==> config.mk <==
export PLATFORM = sky130hd
export DESIGN_NAME = adc_result_buffer
export DESIGN_NICKNAME = d
export VERILOG_FILES = /design/src/rtl/adc_pkg.sv /design/src/rtl/adc_sync_fifo.sv /design/src/rtl/adc_result_buffer.sv
export SDC_FILE = /design/constraint.sdc
export NUM_CORES = 1
export LEC_CHECK = 0
export ABC_AREA = 1
export BUFFER_PORTS_ARGS = -buffer_cell sky130_fd_sc_hd__clkbuf_2
export CORE_AREA = 3 3 116 107
export CTS_CLUSTER_DIAMETER = 100
export DETAILED_ROUTE_END_ITERATION = 6
export DIE_AREA = 0 0 119 110
export GPL_TIMING_DRIVEN = 0
export MAX_ROUTING_LAYER = met4
export PLACE_DENSITY = 0.85
export SYNTH_ARGS = -nofsm -noshare
export SYNTH_HDL_FRONTEND = slang
export SYNTH_HIERARCHICAL = 1
export SYNTH_SLANG_ARGS = --single-unit
==> constraint.sdc <==
create_clock -name clk -period 1.87 [get_ports clk]
set_input_delay 0.2805 -clock clk [delete_from_list [all_inputs] [get_ports clk]]
set_output_delay 0.2805 -clock clk [all_outputs]
set_load 0.005 [all_outputs]
==> src/rtl/adc_pkg.sv <==
// rtl/adc_pkg.sv - shared ADC result-path constants
//
// Purpose: widths and default sizes shared by the SAR control block and the
//          result buffer, so the result width is defined in one place.
// Ports:   none (package).
package adc_pkg;

  localparam int ADC_RESULT_BITS = 12;  // averaged result range 0..4095
  localparam int ADC_FIFO_DEPTH  = 8;   // power of two
  localparam int ADC_FIFO_ABITS  = 3;   // log2(ADC_FIFO_DEPTH)
  localparam int ADC_DROP_BITS   = 8;   // saturating drop counter width

endpackage

==> src/rtl/adc_sync_fifo.sv <==
// rtl/adc_sync_fifo.sv - first-word-fall-through synchronous FIFO
//
// Purpose: stores conversion results; head entry is always presented on
//          rd_data with rd_valid asserted while the FIFO is non-empty.
// Ports:
//   clk, rst         clock, synchronous active-high reset
//   flush            drop all entries (pointers/level to 0)
//   wr_en, wr_data   write request and data
//   wr_accept        write request is stored this cycle
//   rd_ready         consumer takes rd_data this cycle
//   rd_data          head-of-FIFO entry
//   rd_valid         FIFO non-empty (registered)
//   level            number of stored entries, 0..DEPTH
import adc_pkg::*;

module adc_sync_fifo #(
  parameter int WIDTH     = ADC_RESULT_BITS,
  parameter int DEPTH     = ADC_FIFO_DEPTH,
  parameter int ADDR_BITS = ADC_FIFO_ABITS
) (
  input  logic                 clk,
  input  logic                 rst,
  input  logic                 flush,
  input  logic                 wr_en,
  input  logic [WIDTH-1:0]     wr_data,
  output logic                 wr_accept,
  input  logic                 rd_ready,
  output logic [WIDTH-1:0]     rd_data,
  output logic                 rd_valid,
  output logic [ADDR_BITS:0]   level
);

  localparam logic [ADDR_BITS:0] FULL_LEVEL = (ADDR_BITS+1)'(DEPTH);

  logic [WIDTH-1:0]     mem [DEPTH];
  logic [ADDR_BITS-1:0] wr_ptr;
  logic [ADDR_BITS-1:0] rd_ptr;
  logic [ADDR_BITS:0]   level_q;
  logic [ADDR_BITS:0]   level_next;
  logic                 valid_q;
  logic                 pop;
  logic                 full;

  assign full = (level_q == FULL_LEVEL);
  // Pop only qualifies on a non-empty FIFO, so ready while empty is harmless.
  assign pop  = valid_q & rd_ready & ~flush;
  // A pop in the same cycle frees a slot, so a full FIFO still takes the write.
  assign wr_accept = wr_en & ~flush & (~full | pop);

  always_comb begin
    level_next = level_q;
    if (wr_accept && !pop) begin
      level_next = level_q + 1'b1;
    end else if (pop && !wr_accept) begin
      level_next = level_q - 1'b1;
    end
  end

  always_ff @(posedge clk) begin
    if (rst) begin
      wr_ptr  <= '0;
      rd_ptr  <= '0;
      level_q <= '0;
      valid_q <= 1'b0;
      // Cleared so the head output reads 0 straight out of reset.
      for (int i = 0; i < DEPTH; i++) begin
        mem[i] <= '0;
      end
    end else if (flush) begin
      wr_ptr  <= '0;
      rd_ptr  <= '0;
      level_q <= '0;
      valid_q <= 1'b0;
    end else begin
      if (wr_accept) begin
        mem[wr_ptr] <= wr_data;
        wr_ptr      <= wr_ptr + 1'b1;
      end
      if (pop) begin
        rd_ptr <= rd_ptr + 1'b1;
      end
      level_q <= level_next;
      valid_q <= (level_next != '0);
    end
  end

  assign rd_data  = mem[rd_ptr];
  assign rd_valid = valid_q;
  assign level    = level_q;

endmodule

==> src/rtl/adc_result_buffer.sv <==
// rtl/adc_result_buffer.sv - conversion result buffer with overflow and threshold irq
//
// Purpose: captures each result on conv_finished_strobe_in into an FWFT FIFO,
//          tracks dropped samples and pulses an interrupt on threshold hits.
// Ports:
//   clk, rst                 clock, synchronous active-high reset
//   result_in                conversion result from the control block
//   conv_finished_strobe_in  one-cycle strobe, result_in valid in that cycle
//   flush_in                 synchronous FIFO flush
//   data_out/data_valid_out  head sample / FIFO non-empty
//   data_ready_in            consumer accepts data_out
//   fifo_level_out           stored entries, 0..DEPTH
//   overflow_out             sticky drop flag
//   overflow_clear_in        clears overflow_out and drop_count_out
//   drop_count_out           saturating dropped-sample count
//   threshold_in             unsigned compare level
//   threshold_irq_out        one-cycle pulse for an accepted sample >= threshold
import adc_pkg::*;

module adc_result_buffer #(
  parameter int RESULT_BITS = ADC_RESULT_BITS,
  parameter int DEPTH       = ADC_FIFO_DEPTH,
  parameter int ADDR_BITS   = ADC_FIFO_ABITS,
  parameter int DROP_BITS   = ADC_DROP_BITS
) (
  input  logic                   clk,
  input  logic                   rst,
  input  logic [RESULT_BITS-1:0] result_in,
  input  logic                   conv_finished_strobe_in,
  input  logic                   flush_in,
  output logic [RESULT_BITS-1:0] data_out,
  output logic                   data_valid_out,
  input  logic                   data_ready_in,
  output logic [ADDR_BITS:0]     fifo_level_out,
  output logic                   overflow_out,
  input  logic                   overflow_clear_in,
  output logic [DROP_BITS-1:0]   drop_count_out,
  input  logic [RESULT_BITS-1:0] threshold_in,
  output logic                   threshold_irq_out
);

  logic wr_accept;
  logic drop;

  adc_sync_fifo #(
    .WIDTH     (RESULT_BITS),
    .DEPTH     (DEPTH),
    .ADDR_BITS (ADDR_BITS)
  ) u_fifo (
    .clk       (clk),
    .rst       (rst),
    .flush     (flush_in),
    .wr_en     (conv_finished_strobe_in),
    .wr_data   (result_in),
    .wr_accept (wr_accept),
    .rd_ready  (data_ready_in),
    .rd_data   (data_out),
    .rd_valid  (data_valid_out),
    .level     (fifo_level_out)
  );

  // A strobe discarded by flush is not a drop; only a full FIFO drops.
  assign drop = conv_finished_strobe_in & ~flush_in & ~wr_accept;

  always_ff @(posedge clk) begin
    if (rst) begin
      overflow_out      <= 1'b0;
      drop_count_out    <= '0;
      threshold_irq_out <= 1'b0;
    end else begin
      threshold_irq_out <= wr_accept && (result_in >= threshold_in);
      // A drop in the same cycle as a clear wins: the flag stays set and the
      // count restarts at one.
      if (drop) begin
        overflow_out <= 1'b1;
        if (overflow_clear_in) begin
          drop_count_out <= DROP_BITS'(1);
        end else if (!(&drop_count_out)) begin
          drop_count_out <= drop_count_out + 1'b1;
        end
      end else if (overflow_clear_in) begin
        overflow_out   <= 1'b0;
        drop_count_out <= '0;
      end
    end
  end

endmodule

### Word level (Yosys, flattened, before mapping)

Memories as Yosys holds them, arrays and structs flattened. A register that Yosys moved wholly into a read port is not among the register bits.
Cells that the tools add are included.

| word-level totals | value |
|---|---|
| logic and storage cells | 55 |
| input bits | 30 |
| register bits after elaboration | 21 |
| memories kept | 1 |
| output and inout bits | 27 |
| RAM bits | 96 |

| cells by class | value |
|---|---|
| reductions and logical operators | 11 |
| bitwise gates (word level) | 9 |
| add/subtract/negate cells | 5 |
| mux-type cells | 19 |
| eq/ne operators | 2 |
| $lt $le $gt $ge | 1 |

Memories:

| name | depth | width | read ports | clocked after Yosys merged registers in | wr ports | line | text |
|---|---|---|---|---|---|---|---|
| u_fifo.mem | 8 | 12 | 1 | 1 | 8 | adc_sync_fifo.sv:35 | `logic [WIDTH-1:0] mem [DEPTH];` |

Operators with widths:

| cell | count |
|---|---|
| 2-to-1 mux 8 bit | 4 |
| >= comparator 12 bit | 1 |
| 2-to-1 mux 12 bit | 1 |
| OR reduction 12 bit | 1 |
| 2-to-1 mux 1 bit | 9 |
| 2-to-1 mux 3 bit | 3 |
| adder 8 x 1 -> 8 bit (second input constant) | 1 |
| 2-to-1 mux 4 bit | 2 |
| AND reduction 8 bit | 1 |
| adder 3 x 1 -> 3 bit (second input constant) | 2 |
| bitwise AND 1 bit | 5 |
| adder 4 x 1 -> 4 bit (second input constant) | 1 |
| == test 4 bit (second input constant) | 1 |
| nonzero test 4 bit | 1 |
| subtractor 4 x 1 -> 4 bit (second input constant) | 1 |
| logical AND 1 bit | 3 |
| inverter 1 bit | 3 |
| logical NOT 1 bit | 2 |
| != test 2 bit (second input constant) | 1 |
| AND reduction 2 bit | 1 |
| nonzero test 2 bit | 1 |
| OR reduction 2 bit | 1 |
| bitwise OR 1 bit | 1 |

### Depth between registers and ports, before layout

| logic depth | value |
|---|---|
| word-level depth | 10 |
| gate-level depth with buffers | 13 |

### Hierarchy

Netlist, hierarchy kept.

Modules (own cells, without submodules):

| module | cells an instance | sequential area each (sq um) | area each (sq um) | instances |
|---|---|---|---|---|
| adc_sync_fifo | 506 | 3,163.0 | 5,112.4 | 1 |
| adc_result_buffer | 137 | 200.2 | 900.9 | 1 |

### Worst setup path before layout

Ideal clock, no wire load.

| timing | value |
|---|---|
| kind | register to register |
| from | register u_fifo.level_q[0], in the netlist u_fifo/level[0] |
| to | memory u_fifo/mem[4][0] (netlist name), enable pin |
| data required time | 1.520 ns |
| slack | -0.157 ns |
| library setup time | 0.350 ns |
| cell stages (with the launch flop) | 9 |
| buffers on the path | 1 |
| arrival | 1.677 ns |
| path through | dfxtp_1 -> inv_1 -> ha_1 -> nand4_4 -> nand2_4 -> nor2_8 -> nand3_4 -> buf_6 -> nand2_1 |

RTL lines:

| what | line | text |
|---|---|---|
| start, declared | adc_sync_fifo.sv:38 | `logic [ADDR_BITS:0] level_q;` |
| start signal, assigned | adc_sync_fifo.sv:82 | `level_q <= level_next;` |
| end, declared | adc_sync_fifo.sv:35 |  |

==> reports/results.ini <==
[outcome]
outcome = finished, violations left
violations = DRC, setup timing

[timing]
fin_crit_ps = 2160
slew_headroom_pct = 49.3
tightest_slew_ps = 758
final_hold_viol_count = 0
fin_crit_sh_pct = 116
setup_tns_ps = -2120
final.setup_skew_ps = 8.56
rsz0062_at_grt = yes
max_clock_freq_mhz = 463
layout_setup_ws_ps = -290
drv_slew = 0
setup_violations = 12

[die]
start_util_pct = 53.0
die_w_um = 119
dieArea_um2 = 13100
core.rowCount = 37
io-pin-count = 57
die_h_um = 110
coreArea_um2 = 11300

[logic_synthesis]
yosys_warnings = 6
synth.distinct_cells = 34
yosysSeqAreaShare_pct = 55.9
avgSynthCellArea_um2 = 9.35
syn_area_um2 = 6010
syn_inst = 643
synth_nets = 690
ys_ff_latch = 120

[finish]
area_delta_synth_final_pct = 34.3
nFillCells = 686
drive_gt1_share_pct = 30.3
final_nets = 793
finalInstanceArea_um2 = 8080
antenna_cells = 0

[clock_tree]
htreeDepth = 4
cts_root_buf = clkbuf_16
worstSkewPairLatency_ps = 420
tritoncts = done
clkSinkCount = 120
max-clock-path-buffers = 2
numCtsBuffers = 17
clkTransAtPathRegs_ps = 50
cts_hold_buf = 0

[grt]
grt-ovfl-total = 0
grt_pass1_vias = 5413
grt_pass1_wl_um = 28900
grt_util_all_layers_pct = 29.8
grt_max_degree = 17
antenna_found_initial = 0

[critical_path]
worst-path-max-fanout = 10
cp.depth = 6
reg2reg_slack_ps = 30
r2r-end = u_fifo/mem[3][2]
worst-r2r-cell-count = 8
path_cells = clkbuf_2 -> o21ai_0 -> o32ai_2 -> nand2_1 -> nand2_1 -> clkbuf_2
r2r-start = u_fifo/level[0]
critical_path_class = reg2out
max_stage_delay_ps = 450
critPathTopFamily = compound AO/OA/AOI/OAI gates
endpoint_kind = output port
slowest_stage = o21ai_0
crit_buf_inv = 2
cp.arrival_ps = 1880
cp-start-kind = register
cp-endpoint = data_out[6]
crit_required_ps = 1590

[power_and_ir_drop]
irDropWorstVdd_mv = 0.710
power_leakage_nw = 3.50
powerDensity_nw_per_um2 = 878
total_power_mw = 7.09

[detailed_routing]
ant_nets = 0
dr.pass1.iters = 7
vias_per_cell = 5.97
wire_per_inst_um = 21.3
drcViolationCount = 3
routed_wl_um = 19500
drt_iter0_drc = 766
vias = 5459

[placed_design]
io_buffers = 56
dpl.hpwl_um = 10400
dp_slack_ps = -300
postPlaceCellArea_um2 = 6510
place.gp.congestion = 0.901

[worst_hold_path]
hold_class = in2reg

[job]
cap_violations = 0

worst register-to-register path: stages, from the launching register on:
cell and delay (ps):
dfxtp_2 340, inv_2 90, ha_4 170, nand4_4 110, nand2_4 140, clkinvlp_4 180
nand4_2 150, buf_4 230, nand2_4 140
state kept, by name, indices dropped and copies added (netlist names), named ones only:
register	flops
threshold_irq_out	1
overflow_out	1
u_fifo/wr_ptr	3
u_fifo/rd_ptr	3
u_fifo/rd_valid	1
u_fifo/mem	96
drop_count_out	8
u_fifo/level	4
layout by cell type, fill, tap and decap left out, types with 4 or more instances in the layout:
master	n
a21oi_1	19
o32ai_4	6
o32ai_2	15
o21ai_0	21
o21ai_1	9
nand4_1	6
inv_1	60
ha_1	16
nand2_8	8
clkbuf_2	54
clkbuf_16	18
nand3_1	19
nor2_4	9
buf_4	21
buf_2	5
dfxtp_1	20
nand2_4	6
edfxtp_1	96
buf_12	8
nand2_2	7
buf_6	5
nor2_2	17
clkinvlp_4	4
buf_8	8
bufinv_16	4
nor2_1	168
nand3_4	9
nand2_1	79
cell families after synthesis:
kind of cell	Yosys count	share of synthesized area (%)
AOI/OAI and AO/OA	75	7.78
xor gates and xnor gates	2	0.291
adders and majority gates	17	3.54
buffers and inverters	94	7.07
DFF	120	55.9
and+or+nand+nor	335	25.4
through the flow:
stage / hold WS [ps] / utilization, % / cells
floorplan: 412 / - / 643
global placement: 432 / 57.4 / 855
detailed placement: 431 / 57.4 / 855
CTS: 140 / 69.6 / 910
global route: 171 / 71.2 / 915
finish: 145 / 71.2 / 915
how the worst min path moves through the flow:
| stage | start | endpoint | slack (ps) | depth (start not counted) |
|---|---|---|---|---|
| 2_1_floorplan | u_fifo/rd_ptr[2] | register | 410 | 1 |
| 3_3_place_gp | u_fifo/rd_ptr[2] | u_fifo/rd_ptr[2] | 430 | 1 |
| 3_5_place_dp | u_fifo/rd_ptr[2] | register | 430 | 1 |
| 4_1_cts | overflow_clear_in | drop_count_out[3] | 140 | 4 |
| 5_1_grt | overflow_clear_in | drop_count_out[3] | 170 | 4 |
| 6_report | overflow_clear_in | drop_count_out[3] | 150 | 4 |
what timing repair did:
action,CTS,global route
resized for setup,118,44
setup endpoints to repair,116,137
pin swaps,41,20
hold endpoints to repair,0,0
gates cloned,7,0
setup buffers,16,6
power by group:
group          internal (mW)  leakage (nW)  switching [mW]
registers               2.97          1.19          0.0547
logic                  0.222          2.01           0.370
clock network           2.23         0.296            1.24
cell type report:
type	instances	area, um2	area share (%)
plain buffers	27	343	4.24
clock buffers	17	425	5.27
clock inverters	15	201	2.49
inverters	67	264	3.27
multi-input cells	432	2740	33.9
flip-flops and latches	120	3370	41.7
well taps	156	195	2.42
repair buffers	81	542	6.71
per-layer routing:
layer / global-route usage, % / up-vias / wire [um]
met5: - / - / 0
met4: 16.6 / 0 / 1160
met3: 7.14 / 108 / 1970
met2: 47.9 / 434 / 9310
met1: 35.1 / 2558 / 7030
li1: - / 2359 / -
cell usage after synthesis:
cell type / number / area share [%]
dfxtp_1: 24 / 8.0
a21oi_1: 19 / 1.6
nand2_2: 2 / 0.21
nor2_4: 2 / 0.37
nand3_1: 19 / 1.6
or2_0: 1 / 0.10
edfxtp_1: 96 / 48
ha_1: 17 / 3.5
and3_1: 1 / 0.10
xor2_1: 2 / 0.29
nand2_4: 3 / 0.56
inv_4: 1 / 0.10
o21ai_0: 31 / 2.6
nand3_4: 8 / 2.3
nor3_1: 3 / 0.25
nand4_2: 1 / 0.21
buf_6: 7 / 1.3
nor2_2: 4 / 0.42
nor3_2: 1 / 0.17
clkinv_1: 1 / 0.062
nand3b_1: 1 / 0.12
clkbuf_1: 7 / 0.44
nand2_1: 92 / 5.7
nor2_1: 188 / 12
nor2_8: 1 / 0.33
nand4_1: 6 / 0.62
o32ai_1: 24 / 3.5
o21bai_1: 1 / 0.12
nand3_2: 1 / 0.17
inv_1: 65 / 4.1
nand4_4: 1 / 0.35
buf_1: 3 / 0.19
buf_2: 8 / 0.67
buf_4: 2 / 0.25
Power figures use the tool's default switching activity.
